[src/rtl/wam_pkg.sv]
// Shared definitions for the whack-a-mole flick scheduler: state encoding,
// parameter defaults and the LFSR feedback taps.
package wam_pkg;

  typedef enum logic [1:0] {
    IDLE = 2'd0,
    GAP  = 2'd1,
    ON   = 2'd2,
    DONE = 2'd3
  } flick_state_t;

  localparam int          DEF_NUM_LIGHTS = 9;
  localparam int          DEF_TIME_W     = 28;
  localparam logic [15:0] DEF_SEED       = 16'hACE1;

  // x^16 + x^14 + x^13 + x^11 + 1 -> feedback from bits 15, 13, 12, 10
  localparam logic [15:0] LFSR_TAPS = 16'hB400;

endpackage

[src/rtl/flick_lfsr.sv]
// Free-running 16-bit Fibonacci LFSR with its low nibble folded into 0..NUM_LIGHTS-1.
module flick_lfsr
  import wam_pkg::*;
#(
  parameter int          NUM_LIGHTS = DEF_NUM_LIGHTS,
  parameter logic [15:0] SEED       = DEF_SEED
) (
  input  logic       clk,
  input  logic       reset,
  output logic [3:0] pos
);

  logic [15:0] lfsr;

  // Runs in every state so the light sequence depends on when the player presses start.
  always_ff @(posedge clk) begin
    if (reset) lfsr <= SEED;
    else       lfsr <= {lfsr[14:0], ^(lfsr & LFSR_TAPS)};
  end

  always_comb begin
    pos = lfsr[3:0];
    if (lfsr[3:0] >= 4'(NUM_LIGHTS)) pos = lfsr[3:0] - 4'(NUM_LIGHTS);
  end

endmodule

[src/rtl/flick_scheduler.sv]
// Whack-a-mole round sequencer: gap/lit alternation, hit judging and counters.
// Optional macro FLICK_WRONG_KEY_PENALTY_EN makes a wrong key in ON an immediate miss.
module flick_scheduler
  import wam_pkg::*;
#(
  parameter int          NUM_LIGHTS = DEF_NUM_LIGHTS,
  parameter int          TIME_W     = DEF_TIME_W,
  parameter logic [15:0] SEED       = DEF_SEED
) (
  input  logic                  clk,
  input  logic                  reset,
  input  logic                  start,
  input  logic                  abort,
  input  logic [TIME_W-1:0]     time_between,
  input  logic [TIME_W-1:0]     time_on,
  input  logic [5:0]            max_flicks,
  input  logic                  use_lives,
  input  logic [3:0]            lives_init,
  input  logic                  key_valid,
  input  logic [3:0]            key,
  output logic [NUM_LIGHTS-1:0] lights,
  output logic [3:0]            light_pos,
  output logic                  light_change,
  output logic [5:0]            flick_count,
  output logic [5:0]            hits,
  output logic [3:0]            lives_left,
  output logic                  busy,
  output logic                  done
);

  flick_state_t      state;
  logic [TIME_W-1:0] timer;
  logic [3:0]        pos;
  logic              hit, wrong, lit_end, end_round;
  logic [3:0]        lives_nx;
  logic [5:0]        flick_nx;

  flick_lfsr #(.NUM_LIGHTS(NUM_LIGHTS), .SEED(SEED)) u_lfsr (
    .clk   (clk),
    .reset (reset),
    .pos   (pos)
  );

  always_comb begin
    hit = key_valid && (key == light_pos);
`ifdef FLICK_WRONG_KEY_PENALTY_EN
    wrong = key_valid && (key != light_pos);
`else
    wrong = 1'b0;
`endif
    lit_end  = hit || wrong || (timer == time_on);
    // A hit always wins, even on the final lit cycle.
    lives_nx = (!hit && use_lives && lives_left != 4'd0) ? lives_left - 4'd1 : lives_left;
    flick_nx = flick_count + 6'd1;
    end_round = (max_flicks != 6'd0 && flick_nx == max_flicks) ||
                (use_lives && lives_nx == 4'd0);
  end

  always_ff @(posedge clk) begin
    if (reset) begin
      state        <= IDLE;
      timer        <= '0;
      lights       <= '0;
      light_pos    <= '0;
      light_change <= 1'b0;
      flick_count  <= '0;
      hits         <= '0;
      lives_left   <= '0;
    end else begin
      light_change <= 1'b0;
      if (abort) begin
        state  <= IDLE;
        lights <= '0;
        timer  <= '0;
      end else if (start) begin
        state       <= GAP;
        lights      <= '0;
        timer       <= '0;
        flick_count <= '0;
        hits        <= '0;
        lives_left  <= lives_init;
      end else begin
        unique case (state)
          GAP: begin
            if (timer == time_between) begin
              state     <= ON;
              timer     <= '0;
              light_pos <= pos;
              lights    <= {{(NUM_LIGHTS-1){1'b0}}, 1'b1} << pos;
            end else begin
              timer <= timer + TIME_W'(1);
            end
          end
          ON: begin
            if (lit_end) begin
              state        <= end_round ? DONE : GAP;
              timer        <= '0;
              lights       <= '0;
              light_change <= 1'b1;
              flick_count  <= flick_nx;
              lives_left   <= lives_nx;
              if (hit && hits != 6'd63) hits <= hits + 6'd1;
            end else begin
              timer <= timer + TIME_W'(1);
            end
          end
          default: ;
        endcase
      end
    end
  end

  assign busy = (state == GAP) || (state == ON);
  assign done = (state == DONE);

endmodule

[config.mk]
export PLATFORM = sky130hd
export DESIGN_NAME = flick_scheduler
export DESIGN_NICKNAME = d
export VERILOG_FILES = /design/src/rtl/wam_pkg.sv /design/src/rtl/flick_lfsr.sv /design/src/rtl/flick_scheduler.sv
export SDC_FILE = /design/constraint.sdc
export NUM_CORES = 1
export LEC_CHECK = 0
export ABC_CLOCK_PERIOD_IN_PS = 4600
export BUFFER_PORTS_ARGS = -buffer_cell sky130_fd_sc_hd__buf_2
export CORE_MARGIN = 2
export CORE_UTILIZATION = 56
export DETAILED_ROUTE_END_ITERATION = 12
export PLACE_DENSITY = 0.83
export SLEW_MARGIN = 20
export SYNTH_ARGS = -nofsm -noshare
export SYNTH_HDL_FRONTEND = slang
export SYNTH_HIERARCHICAL = 1
export SYNTH_SLANG_ARGS = --single-unit
[constraint.sdc]
create_clock -name clk -period 4.6 [get_ports clk]
set_clock_uncertainty 0.1 [all_clocks]
set_input_delay 0 -clock clk [delete_from_list [all_inputs] [get_ports clk]]
set_output_delay 0 -clock clk [all_outputs]
set_load 0.01 [all_outputs]
# Word-level counts from Yosys, hierarchy flattened
# Index checks and enable logic that the tools add are counted.
# totals
regBits	76
inputBits	76
output_inout_bits	32
# op_classes
n_reduce_logical	27
n_shift	1
mux	24
order_cmp	1
n_eq_ne	12
n_addsub	5
n_bitwise	3
# ops
op	n
28-bit equality test	2
28-bit two-way mux	2
28-bit one-hot mux with 2 select lines	1
6-bit two-way mux	7
28-bit by 1-bit adder with 28-bit output, second input constant	1
4-bit two-way mux	5
9-bit two-way mux	2
9-bit one-hot mux with 2 select lines	1
16-bit parity	1
6-bit by 1-bit adder with 6-bit output, second input constant	2
3-bit AND reduction	3
1-bit by 4-bit << shifter with 9-bit output, first input constant	1
4-bit AND reduction	2
2-bit nonzero test	4
6-bit equality test	1
1-bit logical AND	6
2-bit two-way mux	3
3-bit != test, second input constant	2
6-bit != test, second input constant	1
6-bit nonzero test	1
2-bit equality test, second input constant	2
4-bit equality test	1
4-bit greater-or-equal comparator, second input constant	1
4-bit zero test	1
other kinds (14)	20

# Longest topological paths before layout
# Gate-level depths: netlist (run 1).
# depth
depth_word	13
ltp_mapped	9
mapped_depth_nobuf	8

# Modules after synthesis
# Netlist (run 1), hierarchy kept.
# by_module_without_submodules
module	seq_area_each_um2	instances	area_each_um2	cells_each
flick_scheduler	1201.2	1	3995.1	468
flick_lfsr	320.3	1	575.6	51

# Worst setup path before layout (run 1)
# No wires, ideal clock.
# synth_timing
path_type	register to register
start	register state[0]
end	register timer[21]
setup_time_ns	0.129
period_less_slack_ns	2.220
required_ns	4.371
t_arrival_ns	1.991
setup_slack_ns	2.380
path_stages_with_launch	10
n_path_buf	1
cell_sequence	dfxtp_1 inv_1 ha_1 clkbuf_1 and4b_1 and2_1 nand2_1 nor4_1 xnor2_1 nor3_1
# synth_via
elab_chain_len	2
# synth_lines
element	line	source
from (decl)	flick_scheduler.sv:31	flick_state_t state;
from (signal assigned)	flick_scheduler.sv:96	state <= end_round ? DONE : GAP;
2-bit equality test / 2-bit by 1-bit equality test with 1-bit output (equally long branches)	flick_scheduler.sv:83	unique case (state)
28-bit one-hot mux with 2 select lines / 2-bit nonzero test (equally long branches)	--	
to (signal assigned)	flick_scheduler.sv:91	timer <= timer + TIME_W'(1);
to (signal assigned)	flick_scheduler.sv:104	timer <= timer + TIME_W'(1);
to (decl)	flick_scheduler.sv:32	logic [TIME_W-1:0] timer;
# Several ways; a longest one is shown, not always the timed one.
# A chain may end at the register's enable or synchronous reset.

# Worst setup path in the final report (run 1)
# layout_timing
start	register timer[23]
end	register timer[6]
# layout_via
elab_chain_len	4
# layout_lines
element	line	source
28-bit equality test	flick_scheduler.sv:51	lit_end = hit || wrong || (timer == time_on);
1-bit logical OR	flick_scheduler.sv:51	
28-bit two-way mux	flick_scheduler.sv:95	if (lit_end) begin
28-bit one-hot mux with 2 select lines *	flick_scheduler.sv:83	
# Every way passes the cells marked *; elsewhere a longest branch is shown, timed or not.

==> impl_metrics.yaml, run 1 <==
cts:
  cts_tree: "yes"
  clkSinkCount: 76
  cts_made_buffers: 9
  postCtsSetupRepairBufs: 0
  htreeDepth: 3
  clkTransAtPathRegs_ps: 80
  clockRootBuffer: "clkbuf_8"
  clkLatencyLatePin_ps: 350
  cts_resized: 0
  clockBufferDepth: 2
cells_and_area:
  regArea_um2: 1521
  num-fill-cells: 661
  final_nets: 697
  final_area_um2: 5265
  area_growth_pct: 15.19
  mostFrequentLayoutCell: "buf_2"
  multi_input_area_um2: 2810
  drive_above_1_share_pct: 23.38
  diodes: 0
  mostFrequentLayoutCells: "107 x buf_2, 76 x dfxtp_1, 64 x xnor2_1, 42 x nand2_1"
  instances_no_fill: 718
power_and_ir_drop:
  peakVddDrop_v: 0.0001383
  power.density_nw_per_um2: 243.1
  p_seq_share_pct: 53.1
  pwr-share-clk_pct: 33.0
  cellInternalPower_mw: 0.9463
  switching_share_pct: 26.08
  p_leak_nw: 2.070
  share_comb_of_total_power_pct: 14.0
  netSwitchingPower_mw: 0.3338
setup_path:
  crit_start: "timer[23]"
  rr_startpoint: "timer[23]"
  required_ps: 4680
  cp_max_fo: 25
  worstSetupStartpointType: "flip-flop"
  endpoint_kind: "flip-flop"
  cp.arrival_ps: 2730
  r2r_slack_ps: 1940
  criticalPathCategory: "flip-flop to flip-flop"
timing:
  final-setup-viol-count: 0
  period_share_pct: 57.79
  rsz0062_at_grt: "no"
  slew_headroom_pct: 23.59
  fmax_mhz: 376.2
  tightest_slew_ps: 1146
  layout_setup_ws_ps: 1942
  finalSetupTns_ps: 0
  min_period_ps: 2658
  hold_viol_final: 0
  slew_violations: 0
routing:
  dr_wl_met3_um: 801
  firstDrtPassIters: 5
  drt-met1-wl_um: 4717
  ant_nets: 0
  highest-signal-layer: "met4"
  drt-total-wl_um: 11500
  drc: 0
  wl_met2_um: 5687
  viasPerCell: 5.787
  drt_iter0_drc: 231
  vias: 4155
  wire_per_inst_um: 16.02
synth:
  synth_flop_cell: "dfxtp_1"
  synth_warnings: 6
  syn_nets: 604
  netlist_instances: 519
  synth-seq-cells: 76
  yosysSeqAreaShare_pct: 33.29
  synth_area_um2: 4571
  synth_cell_type_count: 59
  synth_edf_count: 0
  synth_async_sr_flop_share_pct: 0
  syn_area_per_cell_um2: 8.807
hold_path:
  min_from: "reset"
  hp-class: "primary input to flip-flop"
global_routing:
  first_global_vias: 3951
  grt_pass1_wl_um: 18560
  gr-usage-all-layers_pct: 26.54
  grt_overflow: 0
  antenna_found_initial: 0
  grt_start_max_net_pins: 35
placement:
  dpl-instance-area_um2: 5047
  io_buffers: 107
  gp_congestion: 1.063
  place_hpwl_um: 8653
  place_ws_ps: 1600
  dp.cells: 697
run:
  maxCapViolCount: 0
floorplan:
  dieArea_um2: 8900
  rows: 32
  die_x_um: 94.34
  io_pins: 108
  die_h_um: 94.34
  core-area_um2: 7807
  start_util_pct: 58.54
run_status:
  status: "complete, no violations"
[repair_timing]
| item | in CTS | in global routing |
|---|---|---|
| hold buffers | 6 | 0 |
| endpoints found under the setup margin | 0 | 0 |
| endpoints found under the hold margin | 8 | 0 |
[logic make-up (layout without fill, tap and decap cells)]
kind of cell / count (synthesis) / count (layout) / share of synthesized area, %
and+or+nand+nor: 214 / 214 / 25.16
xor gates and xnor gates: 102 / 102 / 20.78
DFF: 76 / 76 / 33.29
AOI/OAI and AO/OA: 49 / 49 / 7.912
buffers and inverters: 47 / 144 / 5.530
muxes: 22 / 22 / 4.873
adders and majority gates: 9 / 9 / 2.464
[stage by stage]
step,power (mW),util (%),hold slack [ps]
6_report,1.280,67.44,0.9522
5_1_grt,1.330,67.44,30.87
4_1_cts,1.281,67.34,0.4496
3_5_place_dp,0.8663,64.65,172.6
3_3_place_gp,0.8601,64.57,165.5
2_1_floorplan,0.8009,-,-28.39
[path summary, 6_finish.rpt]
| check | end | cells past startpoint |
|---|---|---|
| hold reg to reg | u_lfsr/lfsr[10] | 1 |
| setup / recovery | timer[6] | 6 |
| hold / removal | u_lfsr/lfsr[1] | 2 |
| setup reg to reg | timer[6] | 6 |
[cell type report]
class,count,area share (%)
Clock buffer,12,2.567
Clock inverter,3,0.2852
Inverter,16,1.141
Multi-Input combinational cell,396,53.37
Sequential cell,76,28.90
Tap cell,102,2.424
Timing Repair Buffer,113,11.31
[state kept, by name, summed over array words and instances, names as in the netlist]
register	flops
flick_count	6
hits	6
light_change	1
light_pos	4
lights	9
lives_left	4
state	2
timer	28
u_lfsr/lfsr	16
[worst max-delay path: stages, from the launching register on]
cell	delay (ps)
dfxtp_1	470
xor2_1	130
nor4_1	470
and4_1	310
nand3_1	220
a21oi_4	640
nor4_1	150
[synthesized netlist by cell type (9+ instances only)]
cell type / count / share of area, %
xnor2_1: 64 / 12
mux2i_1: 20 / 4.4
nand4_1: 20 / 2.7
inv_1: 16 / 1.3
xor2_1: 32 / 6.1
buf_2: 10 / 1.1
nor4_1: 13 / 1.8
clkbuf_1: 12 / 0.99
a21oi_1: 10 / 1.1
ha_1: 9 / 2.5
nor3_1: 33 / 3.6
nand3_1: 17 / 1.9
nand2_1: 42 / 3.4
dfxtp_1: 76 / 33
nor2_1: 33 / 2.7
[layer usage]
metal | vias to the layer above | GRT usage, %
li1 | 1978 | -
met1 | 1961 | 32.60
met2 | 191 | 45.54
met3 | 25 | 5.108
met4 | 0 | 11.11
met5 | - | 0
[power by group through the flow]
stage	Clock, mW	Combinational [mW]	Sequential [mW]
global route	0.454	0.196	0.680
global placement	0	0.166	0.694
floorplan	0	0.108	0.693
detailed placement	0	0.172	0.694
CTS	0.425	0.177	0.679
finish	0.422	0.179	0.679
No activity file was read; power rests on OpenSTA's default activity.
==> run 2, diff against run 1 <==
--- a/config.mk
+++ b/config.mk
@@ -5,12 +5,12 @@
 export SDC_FILE = /design/constraint.sdc
 export NUM_CORES = 1
 export LEC_CHECK = 0
-export ABC_CLOCK_PERIOD_IN_PS = 4600
+export ABC_CLOCK_PERIOD_IN_PS = 2300
 export BUFFER_PORTS_ARGS = -buffer_cell sky130_fd_sc_hd__buf_2
 export CORE_MARGIN = 2
-export CORE_UTILIZATION = 56
+export CORE_UTILIZATION = 49
 export DETAILED_ROUTE_END_ITERATION = 12
-export PLACE_DENSITY = 0.83
+export PLACE_DENSITY = 0.77
 export SLEW_MARGIN = 20
 export SYNTH_ARGS = -nofsm -noshare
 export SYNTH_HDL_FRONTEND = slang
==> constraint.sdc (replaced) <==
create_clock -name clk -period 2.3 [get_ports clk]
set_clock_uncertainty 0.1 [all_clocks]
set_input_delay 0 -clock clk [delete_from_list [all_inputs] [get_ports clk]]
set_output_delay 0 -clock clk [all_outputs]
set_load 0.01 [all_outputs]
==> impl_metrics.yaml, run 2 (synthesis results as in run 1) <==
timing:
  period_share_pct: 97.54
  final-setup-viol-count: 0
  hold_viol_final: 0
  slew_violations: 0
  fmax_mhz: 445.7
  tightest_slew_ps: 507.1
  min_period_ps: 2244
  slew_headroom_pct: 65.95
  rsz0062_at_grt: "yes"
power_and_ir_drop:
  p_leak_nw: 2.351
  p_seq_share_pct: 48.9
  share_comb_of_total_power_pct: 13.8
  switching_share_pct: 24.90
  power.density_nw_per_um2: 481.9
  peakVddDrop_v: 0.0002513
  pwr-share-clk_pct: 37.3
  cellInternalPower_mw: 2.084
  netSwitchingPower_mw: 0.6909
  power_mw: 2.775
placement:
  gp_congestion: 0.9510
  dp.cells: 739
  io_buffers: 107
  place_hpwl_um: 9156
cts:
  clkSinkCount: 76
  clockBufferDepth: 2
  cts_tree: "yes"
  htreeDepth: 3
  clkLatencyLatePin_ps: 340
  clkTransAtPathRegs_ps: 80
  clockRootBuffer: "clkbuf_8"
  cts_made_buffers: 9
cells_and_area:
  num-fill-cells: 770
  area_growth_pct: 25.98
  diodes: 0
  instances_no_fill: 769
  drive_above_1_share_pct: 31.91
  reg_top3: "timer x28, u_lfsr/lfsr x16, lights x9"
  mostFrequentLayoutCells: "107 x buf_2, 65 x dfxtp_1, 61 x xnor2_1, 42 x nand2_1, 39 x buf_4"
  mostFrequentLayoutCell: "buf_2"
  regMostFlops: "timer"
  largest_reg_flops: 28
  final_nets: 738
setup_path:
  crit_path_top_delay_cell: "or4_1"
  r2r_slack_ps: 60
  cp_max_fo: 6
  crit_path_cell_trace: "xnor2_1 -> nand4_1 -> nor4_4 -> buf_4 -> a22oi_2 -> or4_1 -> a31oi_1"
  cp_top_family: "simple AND/OR/NAND/NOR gates"
  cp_num_cells: 7
  criticalPathCategory: "flip-flop to flip-flop"
  required_ps: 2480
  worstSetupStartpointType: "flip-flop"
  cp_slowest_stage_delay_ps: 530
  cp.arrival_ps: 2420
  endpoint_kind: "flip-flop"
  reg2reg_depth: 7
  path_buf_inv: 1
floorplan:
  rows: 35
  start_util_pct: 49.94
  io_pins: 108
  die_x_um: 100.6
  core-area_um2: 9153
  dieArea_um2: 10120
  die_h_um: 100.6
run_status:
  status: "complete, no violations"
global_routing:
  gr-usage-all-layers_pct: 22.99
  grt_pass1_wl_um: 18400
  grt_overflow: 0
  grt_start_max_net_pins: 30
  antenna_found_initial: 0
  first_global_vias: 3937
routing:
  drt-total-wl_um: 11890
  drc: 0
  drt_iter0_drc: 179
  viasPerCell: 5.473
  ant_nets: 0
  firstDrtPassIters: 5
  vias: 4209
  wire_per_inst_um: 15.46
hold_path:
  hp-class: "primary input to flip-flop"
  min_path_cells: 3
run:
  maxCapViolCount: 0
[run 2: area by class of cell]
type	count	area [um2]	share of cell area, %
clock buffer	12	155.1	2.694
clock inverter	4	47.55	0.8257
inverter	16	60.06	1.043
multi-input combinational	396	2900	50.37
sequential	76	1538	26.71
tap	111	138.9	2.412
timing repair buffer	154	918.4	15.95
[run 2: path summary, 6_finish.rpt]
kind,start,to
worst max-delay path,timer[25],flick_count[3]
worst max register to register,timer[25],flick_count[3]
worst min-delay path,start,lives_left[0]
worst min register to register,u_lfsr/lfsr[9],u_lfsr/lfsr[10]
[run 2: per-stage QoR]
step                setup slack (ps)  hold slack [ps]  utilization (%)  instance area [um2]  TNS [ps]
floorplan                      79.90           -28.39                -                 4571         0
global placement               46.48            171.1            58.05                 5313         0
detailed placement            -42.01            172.4            58.05                 5313    -49.50
CTS                            8.196            32.39            61.26                 5607         0
global route                  -47.14            53.33            62.91                 5758    -52.95
finish                         56.48            53.42            62.91                 5758         0
[run 2: power by group through the flow]
| stage | clock (mW) | combinational (mW) | sequential (mW) |
|---|---|---|---|
| 5_1_grt | 1.12 | 0.420 | 1.36 |
| 3_5_place_dp | 0 | 0.358 | 1.39 |
| 2_1_floorplan | 0 | 0.216 | 1.39 |
| 4_1_cts | 1.05 | 0.370 | 1.36 |
| 6_report | 1.03 | 0.383 | 1.36 |
| 3_3_place_gp | 0 | 0.349 | 1.39 |
[run 2: layer usage]
| layer | GRT usage (%) | up-vias | wire, um |
|---|---|---|---|
| met5 | 0 | - | 0 |
| met4 | 7.165 | 0 | 179 |
| met3 | 4.993 | 17 | 786 |
| li1 | - | 2077 | - |
| met2 | 38.10 | 172 | 5761 |
| met1 | 29.86 | 1943 | 5158 |
[run 2: what timing repair did]
item	in CTS	in global routing
setup buffers	0	7
resized for setup	4	24
hold buffers	7	0
endpoints found under the hold margin	19	0
setup endpoints to repair	3	45
pin swaps	0	5
[run 2: tightest hold or removal path, stage by stage]
cell,delay [ps]
buf_2,220
or4_1,150
a31oi_1,70
